## src/rtl/arb_pkg.sv

```systemverilog
// Shared types and defaults for the unified-memory arbiter.
package arb_pkg;

    localparam int NREQ_DEF = 2;
    localparam int XLEN_DEF = 32;

    typedef enum logic [1:0] {
        IDLE  = 2'd0,
        ISSUE = 2'd1,
        DONE  = 2'd2
    } arb_state_t;

endpackage

```

## src/rtl/mem_arbiter_if.sv

```systemverilog
// Core-side request bus plus the single-port memory bus of the arbiter.
// Handshake: a core raises req[i] with we/adr/wdata stable and holds them until
// its one-cycle gnt[i] pulse; gnt marks completion and rdata is valid only then.
interface mem_arbiter_if #(
    parameter int NREQ = 2,
    parameter int XLEN = 32
) ();

    logic [NREQ-1:0]      req;
    logic [NREQ-1:0]      we;
    logic [NREQ*XLEN-1:0] adr;
    logic [NREQ*XLEN-1:0] wdata;
    logic [NREQ-1:0]      gnt;
    logic [XLEN-1:0]      rdata;
    logic [XLEN-1:0]      mem_adr;
    logic [XLEN-1:0]      mem_wd;
    logic                 mem_we;
    logic [XLEN-1:0]      mem_rd;

    modport slave (
        input  req, we, adr, wdata, mem_rd,
        output gnt, rdata, mem_adr, mem_wd, mem_we
    );

    modport master (
        output req, we, adr, wdata, mem_rd,
        input  gnt, rdata, mem_adr, mem_wd, mem_we
    );

endinterface

```

## src/rtl/mem_arbiter_rr_picker.sv

```systemverilog
// Combinational round-robin priority: first unmasked request at or after ptr, with wrap.
module rr_picker #(
    parameter int NREQ = 2,
    parameter int PW   = 1
) (
    input  logic [NREQ-1:0] req_i,
    input  logic [NREQ-1:0] mask_i,
    input  logic [PW-1:0]   ptr_i,
    output logic            valid_o,
    output logic [PW-1:0]   winner_o
);

    localparam int SW = PW + 1;

    logic [NREQ-1:0] cand;
    assign cand = req_i & ~mask_i;

    // Scan from the farthest offset down so the nearest candidate to ptr wins last.
    always_comb begin
        logic [SW-1:0] sum;
        sum      = '0;
        valid_o  = 1'b0;
        winner_o = '0;
        for (int off = NREQ - 1; off >= 0; off--) begin
            sum = {1'b0, ptr_i} + SW'(off);
            if (sum >= SW'(NREQ)) sum = sum - SW'(NREQ);
            if (cand[sum[PW-1:0]]) begin
                valid_o  = 1'b1;
                winner_o = sum[PW-1:0];
            end
        end
    end

endmodule

```

## src/rtl/mem_arbiter.sv

```systemverilog
// Round-robin arbiter serialising NREQ cores onto one single-port synchronous memory.
module mem_arbiter
    import arb_pkg::*;
#(
    parameter int NREQ = NREQ_DEF,
    parameter int XLEN = XLEN_DEF,
    localparam int PW  = (NREQ > 1) ? $clog2(NREQ) : 1
) (
    input  logic          clk,
    input  logic          reset,
    mem_arbiter_if.slave  bus,
    output arb_state_t    state_o,
    output logic [PW-1:0] ptr_o
);

    arb_state_t      state_q;
    logic [PW-1:0]   ptr_q;
    logic [PW-1:0]   owner_q;
    logic [XLEN-1:0] adr_q;
    logic [XLEN-1:0] wdata_q;
    logic            mem_we_q;
    logic [NREQ-1:0] gnt_q;

    logic [NREQ-1:0] pick_mask;
    logic [PW-1:0]   pick_ptr;
    logic [PW-1:0]   pick_idx;
    logic            pick_valid;
    logic            capture;
    logic [XLEN-1:0] pick_adr;
    logic [XLEN-1:0] pick_wdata;

    function automatic logic [PW-1:0] next_idx(input logic [PW-1:0] i);
        return (int'(i) == NREQ - 1) ? '0 : i + PW'(1);
    endfunction

    function automatic logic [NREQ-1:0] onehot(input logic [PW-1:0] i);
        return NREQ'(1) << i;
    endfunction

    // In DONE the owner's req is still high, so it is masked and the scan starts past it.
    always_comb begin
        pick_mask = '0;
        pick_ptr  = ptr_q;
        if (state_q == DONE) begin
            pick_mask = onehot(owner_q);
            pick_ptr  = next_idx(owner_q);
        end
    end

    rr_picker #(.NREQ(NREQ), .PW(PW)) u_picker (
        .req_i    (bus.req),
        .mask_i   (pick_mask),
        .ptr_i    (pick_ptr),
        .valid_o  (pick_valid),
        .winner_o (pick_idx)
    );

    always_comb begin
        pick_adr   = '0;
        pick_wdata = '0;
        for (int i = 0; i < NREQ; i++) begin
            if (PW'(i) == pick_idx) begin
                pick_adr   = bus.adr[i*XLEN +: XLEN];
                pick_wdata = bus.wdata[i*XLEN +: XLEN];
            end
        end
    end

    assign capture = pick_valid && (state_q != ISSUE);

    always_ff @(posedge clk) begin
        if (reset) begin
            state_q  <= IDLE;
            ptr_q    <= '0;
            owner_q  <= '0;
            adr_q    <= '0;
            wdata_q  <= '0;
            mem_we_q <= 1'b0;
            gnt_q    <= '0;
        end else begin
            gnt_q    <= '0;
            mem_we_q <= 1'b0;
            case (state_q)
                IDLE:  state_q <= IDLE;
                ISSUE: begin
                    gnt_q   <= onehot(owner_q);
                    state_q <= DONE;
                end
                DONE: begin
                    ptr_q   <= next_idx(owner_q);
                    state_q <= IDLE;
                end
                default: state_q <= IDLE;
            endcase
            // A new winner from IDLE or DONE overrides the default transition.
            if (capture) begin
                owner_q  <= pick_idx;
                adr_q    <= pick_adr;
                wdata_q  <= pick_wdata;
                mem_we_q <= bus.we[pick_idx];
                state_q  <= ISSUE;
            end
        end
    end

    assign bus.gnt     = gnt_q;
    assign bus.rdata   = bus.mem_rd;
    assign bus.mem_adr = adr_q;
    assign bus.mem_wd  = wdata_q;
    assign bus.mem_we  = mem_we_q & ~reset;
    assign state_o     = state_q;
    assign ptr_o       = ptr_q;

endmodule
```

## src/flat_wrapper.sv

```systemverilog
// flat-port wrapper written by rule: the top's interface ports become plain ports
module mem_arbiter_flat import arb_pkg::*;
#(
    parameter int NREQ = NREQ_DEF,
    parameter int XLEN = XLEN_DEF,
    localparam int PW  = (NREQ > 1) ? $clog2(NREQ) : 1
)
  (clk, reset, state_o, ptr_o, bus_req, bus_we, bus_adr, bus_wdata, bus_mem_rd, bus_gnt, bus_rdata, bus_mem_adr, bus_mem_wd, bus_mem_we);
  mem_arbiter_if #(.NREQ(NREQ), .XLEN(XLEN)) bus_i ();
  input  logic clk;
  input  logic reset;
  output arb_state_t state_o;
  output logic [PW-1:0] ptr_o;
  input wire logic [$bits(bus_i.req)-1:0] bus_req;
  input wire logic [$bits(bus_i.we)-1:0] bus_we;
  input wire logic [$bits(bus_i.adr)-1:0] bus_adr;
  input wire logic [$bits(bus_i.wdata)-1:0] bus_wdata;
  input wire logic [$bits(bus_i.mem_rd)-1:0] bus_mem_rd;
  output wire logic [$bits(bus_i.gnt)-1:0] bus_gnt;
  output wire logic [$bits(bus_i.rdata)-1:0] bus_rdata;
  output wire logic [$bits(bus_i.mem_adr)-1:0] bus_mem_adr;
  output wire logic [$bits(bus_i.mem_wd)-1:0] bus_mem_wd;
  output wire logic [$bits(bus_i.mem_we)-1:0] bus_mem_we;
  assign bus_i.req = bus_req;
  assign bus_i.we = bus_we;
  assign bus_i.adr = bus_adr;
  assign bus_i.wdata = bus_wdata;
  assign bus_i.mem_rd = bus_mem_rd;
  assign bus_gnt = bus_i.gnt;
  assign bus_rdata = bus_i.rdata;
  assign bus_mem_adr = bus_i.mem_adr;
  assign bus_mem_wd = bus_i.mem_wd;
  assign bus_mem_we = bus_i.mem_we;
  mem_arbiter #(.NREQ(NREQ), .XLEN(XLEN)) u_core (.clk(clk), .reset(reset), .bus(bus_i), .state_o(state_o), .ptr_o(ptr_o));
endmodule
```

## config.mk

```make
export PLATFORM = sky130hd
export DESIGN_NAME = mem_arbiter_flat
export DESIGN_NICKNAME = d
export VERILOG_FILES = /design/src/rtl/arb_pkg.sv /design/src/rtl/mem_arbiter_if.sv /design/src/rtl/mem_arbiter_rr_picker.sv /design/src/rtl/mem_arbiter.sv /design/src/flat_wrapper.sv
export SDC_FILE = /design/constraint.sdc
export NUM_CORES = 1
export LEC_CHECK = 0
export CAP_MARGIN = 20
export CELL_PAD_IN_SITES_DETAIL_PLACEMENT = 2
export CELL_PAD_IN_SITES_GLOBAL_PLACEMENT = 2
export CORE_MARGIN = 2
export CORE_UTILIZATION = 19
export CTS_BUF_LIST = sky130_fd_sc_hd__clkbuf_4 sky130_fd_sc_hd__clkbuf_8 sky130_fd_sc_hd__clkbuf_16
export DETAILED_ROUTE_END_ITERATION = 16
export MAX_ROUTING_LAYER = met4
export PLACE_DENSITY = 0.9
export SLEW_MARGIN = 0
export SYNTH_ARGS = -nofsm -noshare
export SYNTH_HDL_FRONTEND = slang
export SYNTH_HIERARCHICAL = 1
export SYNTH_SLANG_ARGS = --single-unit
```

## constraint.sdc

```tcl
create_clock -name clk -period 2.15 [get_ports clk]
set_input_delay 0.3225 -clock clk [delete_from_list [all_inputs] [get_ports clk]]
set_output_delay 0.3225 -clock clk [all_outputs]
set_load 0.01 [all_outputs]
```

* Word-level counts from Yosys, hierarchy flattened
Index checks and enable logic that the tools add are counted.
Storage, ports and cells: flip-flop bits (word level) 71, output and inout bits 102, word-level logic and storage cells 50
Cells by class: add/sub/neg operators 4, magnitude comparators 5, eq/ne operators 3, shift operators 1, mux-type cells 19, bitwise gates (word level) 6, reduce and logical (&&, ||, !) cells 4
Operator list (number):
- $mux W32 | 2
- $mux W1 | 15
- $lt A1 B2 Y1 const B | 3
- $reduce_or A2 Y1 | 3
- $mux W2 | 2
- $not A1 Y1 | 3
- $add A1 B1 Y2 const B | 1
- $and A2 B2 Y2 | 1
- $eq A2 B1 Y1 const B | 1
- $eq A2 B2 Y1 const B | 1
- $ge A1 B2 Y1 const B | 1
- $ge A2 B2 Y1 const B | 1
- $ne A2 B1 Y1 const B | 1
- $not A2 Y2 | 1
- $shl A1 B1 Y2 const A | 1
- $sub A1 B1 Y1 const B | 2
- $add A1 B1 Y1 const B | 1
- $and A1 B1 Y1 | 1
- $logic_and A1 B1 Y1 | 1

* Logic depth before layout (Yosys ltp)
depth in word-level cells 13, depth in mapped cells 9, depth with buffers taken out 6

* Cells and area by module
Netlist, hierarchy kept.
Modules (own cells, without submodules):
- mem_arbiter | times used 1, cells each 271, area an instance 3554.7 µm², seq. area each 1421.4 µm²
- rr_picker | times used 1, cells each 5, area an instance 36.3 µm², seq. area each 0.0 µm²

* Worst setup path after synthesis
OpenSTA, ideal clock, no wires.
kind reg-to-reg, start point register u_core.state_q[1] (netlist: u_core/state_o[1]), end point register u_core.adr_q[29] (netlist: u_core/bus.mem_adr[29]), arrival 1769 ps, data required time 2032 ps, path slack 262 ps, cell stages (with the launch flop) 10, path through dfxtp_1 nor3b_1 a21o_1 nor3b_2 nor3_2 buf_2 buf_6 buf_4 mux2i_1 o2bb2ai_2
On the way: elaborated cells on any way between the ends 23, classes of those cells add/sub: 3; order compare: 2; eq/ne: 2; mux: 13; bitwise: 2; reduce/logical: 1
RTL lines:
- start, declared | RTL line mem_arbiter.sv:16 | arb_state_t state_q;
- start signal, assigned | RTL line mem_arbiter.sv:73 | state_q <= IDLE;
- start signal, assigned | RTL line mem_arbiter.sv:84 | IDLE: state_q <= IDLE;
- start signal, assigned | RTL line mem_arbiter.sv:87 | state_q <= DONE;
- $eq A2 B2 Y1 (*) | RTL line mem_arbiter.sv:44 | if (state_q == DONE) begin
- $mux W2 (*) | RTL line mem_arbiter.sv:44
- via u_core.pick_mask[0] | RTL line mem_arbiter.sv:24 | logic [NREQ-1:0] pick_mask;
- $not A2 Y2 (*) | RTL line mem_arbiter_rr_picker.sv:16 | assign cand = req_i & ~mask_i;
- $and A2 B2 Y2 (*) | RTL line mem_arbiter_rr_picker.sv:16
- $mux W1 (not written as such) (2 in series) | RTL line mem_arbiter_rr_picker.sv:27 | if (cand[sum[PW-1:0]]) begin
- $mux W1 | RTL line mem_arbiter_rr_picker.sv:27
- $mux W1 (*) | RTL line mem_arbiter_rr_picker.sv:27
- via u_core.pick_idx | RTL line mem_arbiter.sv:26 | logic [PW-1:0] pick_idx;
- $mux W32 (*) | RTL line mem_arbiter.sv:62 | if (PW'(i) == pick_idx) begin
- end signal, assigned | RTL line mem_arbiter.sv:98 | adr_q <= pick_adr;
- end, declared | RTL line mem_arbiter.sv:19 | logic [XLEN-1:0] adr_q;
Mark *: on every way through the listed nets, which the timed path passes. The rest lies on a longest branch. The select of a mux whose other input is x is not followed. A chain may end at the register's enable or synchronous reset.

* Worst setup path in the final report
start point register u_core.state_q[0] (netlist: u_core/state_o[0]), end point register u_core.adr_q[31] (netlist: u_core/bus.mem_adr[31])
On the way: longest elaborated chain between the ends 10, elaborated cells on any way between the ends 23, classes of those cells add/sub: 3; order compare: 2; eq/ne: 2; mux: 13; bitwise: 2; reduce/logical: 1
RTL lines:
- $eq A2 B2 Y1 (*) | RTL line mem_arbiter.sv:44
- $mux W1 (*) | RTL line mem_arbiter.sv:44
- via u_core.pick_ptr | RTL line mem_arbiter.sv:25 | logic [PW-1:0] pick_ptr;
- $add A1 B1 Y2 | RTL line mem_arbiter_rr_picker.sv:25 | sum = {1'b0, ptr_i} + SW'(off);
- $ge A2 B2 Y1 or $sub A1 B1 Y1 (tied branches) | RTL line mem_arbiter_rr_picker.sv:26 | if (sum >= SW'(NREQ)) sum = sum - SW'(NREQ);
- $mux W1 | RTL line mem_arbiter_rr_picker.sv:26
- $mux W1 (not written as such) (2 in series) | RTL line mem_arbiter_rr_picker.sv:27
- $mux W1 | RTL line mem_arbiter_rr_picker.sv:27
- $mux W1 (*) | RTL line mem_arbiter_rr_picker.sv:27
- via u_core.pick_idx | RTL line mem_arbiter.sv:26
- $mux W32 (*) | RTL line mem_arbiter.sv:62
Marked as above.

==> flow_metrics.py <==
metrics = {
    "sta": {
        "rsz0062_at_grt": "false",
        "worst_pin_slew_ns": 0.455,
        "final-setup-viol-count": 0,
        "min_period_over_period_pct": 91.2,
        "finalHoldViolCount": 0,
        "slew_headroom_pct": 69.7,
        "min_period_ns": 1.96,
        "fmax_ghz": 0.510,
        "finalSetupTns_ns": 0,
        "timing.hold.ws_ns": 0.469,
        "drv_slew": 0,
        "skew_ns": 0.00782,
    },
    "detailed_routing": {
        "avgViaCountPerCell": 4.18,
        "detail-route-antenna-nets": 0,
        "wirelength_um": 12400,
        "drt_iter0_drc": 40,
        "met1_length_um": 4700,
        "highest_layer": "met4",
        "dr_wl_met3_um": 684,
        "drc": 0,
        "wl_met2_um": 6540,
        "routedWlPerCell_um": 18.1,
        "vias": 2874,
        "first_pass_iters": 2,
    },
    "worst_setup_path": {
        "cpPeakStageDelay_ns": 0.48,
        "r2r_slack_ns": 0.19,
        "path_common_cell": "buf_12",
        "crit_buf_inv": 2,
        "crit_required_ns": 2.37,
        "critPathSlowestCell": "dfxtp_1",
        "endpoint_kind": "flip-flop",
        "arrival_ns": 2.18,
        "cp_max_fo": 19,
        "crit_path_start_kind": "flip-flop",
        "crit_chain": "nand2b_1, a21o_1, nor3b_2, nor3_4, buf_12, buf_12, mux2i_1, o2bb2ai_2",
        "worstSetupPathType": "reg -> reg",
        "crit_family": "flip-flops",
    },
    "synthesis": {
        "synthTopCellsByArea": "dfxtp_1 40%, o2bb2ai_2 21%, mux2i_1 18%",
        "synth_fa_ha_area_share_pct": 0,
        "synthesis.instances": 276,
        "yosys.area.top_type": "dfxtp_1",
        "synthSimpleGateAreaFrac_pct": 2.89,
        "synthesis.area_um2": 3590,
        "syn_area_per_cell_um2": 13.0,
        "ys_seq_area_share_pct": 39.6,
        "yosysUniqueCellTypes": 23,
        "synth_xor_area_share_pct": 0,
        "synth-warning-count": 6,
        "netlist.area_leader.share_pct": 39.6,
        "synth_top_family_by_area": "compound AO/OA/AOI/OAI gates",
        "syn_nets": 442,
        "synth_compound_area_share_pct": 25.4,
        "synth_mux_area_share_pct": 18.1,
        "synth_seq_cells": 71,
    },
    "final_layout": {
        "drive_above_1_share_pct": 18.7,
        "fillers": 1980,
        "area_growth_pct": 65.3,
        "final_core_util_pct": 31.8,
        "ff_latch_area_um2": 1420,
        "antenna_cells": 0,
        "layout.nets": 615,
        "multi_input_area_um2": 1680,
        "fin_area_um2": 5940,
    },
    "power_and_ir_drop": {
        "power_uw": 4290,
        "p_leak_uw": 0.00217,
        "powerDensity_nw_per_um2": 722,
        "irDropWorstVdd_v": 0.000322,
    },
    "clock_tree": {
        "cts.sinks": 71,
        "postCtsSetupBuffers": 0,
        "root_buffer": "clkbuf_16",
        "ctsResizeCount": 0,
        "clk_latency_ns": 0.33,
        "numCtsBuffers": 9,
        "hold_buffers": 0,
        "tritoncts": "yes",
        "clockBufferDepth": 2,
        "clk_pin_slew_ns": 0.06,
        "h-tree-depth": 3,
    },
    "floorplan": {
        "row_count": 50,
        "core_area_um2": 18600,
        "pin_count": 268,
        "die-area_um2": 20000,
        "die_w_um": 141,
        "start_util_pct": 19.3,
        "die_h_um": 141,
    },
    "job": {
        "cap_violations": 0,
    },
    "placement": {
        "place_congestion": 0.733,
        "dp.final_hpwl_um": 9660,
        "portBuffers": 203,
        "placed_area_um2": 5600,
    },
    "run_status": {
        "status": "finished clean",
    },
    "global_routing": {
        "overflow": 0,
        "grt_pass1_vias": 3359,
        "antenna_found_initial": 0,
        "grt_pass1_wl_um": 18600,
        "grt_use_total_pct": 12.5,
        "grt_max_degree": 43,
    },
    "min_path": {
        "holdCritPathClass": "reg -> reg",
    },
}
==> Yosys cell counts <==
cell       count
nor3b_2        1
nor3_1         2
nand2b_1       1
o2bb2ai_2     50
dfxtp_1       71
buf_2          6
inv_1          5
mux2i_1       65
nand2b_4       1
nand3b_4       1
nor2b_1        2
nor3b_1        1
a2bb2o_1       1
o22ai_1        1
buf_6          6
a21o_1         1
buf_8          1
buf_12         5
o2bb2ai_1     14
nor3_2         1
buf_4         36
a21oi_4        1
nor2_1         3
==> sequential cells by signal, indices dropped and copies added (netlist names) <==
name	flops
u_core/bus.mem_wd	32
u_core/bus.gnt	2
u_core/owner_q	1
u_core/mem_we_q	1
u_core/state_o	2
u_core/bus.mem_adr	32
u_core/ptr_o	1
==> power by group <==
| group | leakage [uW] | total (uW) | switching [uW] | internal [uW] |
|---|---|---|---|---|
| combinational | 0.00142 | 1070 | 432 | 638 |
| sequential | 0.000586 | 1550 | 101 | 1450 |
| clock | 0.000167 | 1670 | 562 | 1100 |
| total | 0.00217 | 4290 | 1090 | 3190 |
==> cell families (layout without fill, tap and decap cells) <==
group / Yosys count / count (layout)
flops: 71 / 71
compound gates: 68 / 68
mux: 65 / 65
buf+inv: 59 / 237
simple gates: 13 / 13
==> cell usage in the layout, fill, tap and decap left out <==
cell,instances
a21o_1,1
a21oi_4,1
a2bb2o_1,1
buf_12,5
buf_4,8
bufinv_16,2
clkbuf_16,9
clkbuf_4,2
clkbuf_8,2
clkdlybuf4s50_1,203
clkinv_2,1
dfxtp_1,71
inv_1,5
mux2i_1,65
nand2b_1,1
nand2b_4,1
nand3b_4,1
nor2_1,3
nor2b_1,2
nor3_1,2
nor3_4,1
nor3b_2,2
o22ai_1,1
o2bb2ai_1,14
o2bb2ai_2,50
==> through the flow <==
| step | setup slack, ns | cells |
|---|---|---|
| 4_1_cts | 0.146 | 688 |
| 3_3_place_gp | 0.162 | 672 |
| 5_1_grt | 0.0125 | 688 |
| 3_5_place_dp | 0.0796 | 672 |
| 2_1_floorplan | 0.262 | 276 |
| 6_report | 0.189 | 688 |
==> layout make-up <==
type | instances | area share, %
flip-flops and latches | 71 | 23.9
clock buffers | 13 | 4.51
repair buffers | 216 | 36.9
clock inverters | 3 | 1.10
well taps | 234 | 4.93
inverters | 5 | 0.316
multi-input cells | 146 | 28.3
==> path summary, 6_finish.rpt <==
path / startpoint / end / cells past startpoint
hold reg to reg: u_core/bus.mem_adr[15] / u_core/bus.mem_adr[15] / 1
hold / removal: u_core/bus.mem_adr[15] / u_core/bus.mem_adr[15] / 1
setup reg to reg: u_core/state_o[0] / u_core/bus.mem_adr[31] / 8
setup / recovery: u_core/state_o[0] / u_core/bus.mem_adr[31] / 8
==> per-layer routing <==
layer,GRT usage [%],vias up
li1,-,1342
met5,-,-
met1,12.9,1365
met3,2.40,44
met2,22.2,123
met4,7.42,0
Note: power is estimated with default switching activity, not from simulation.
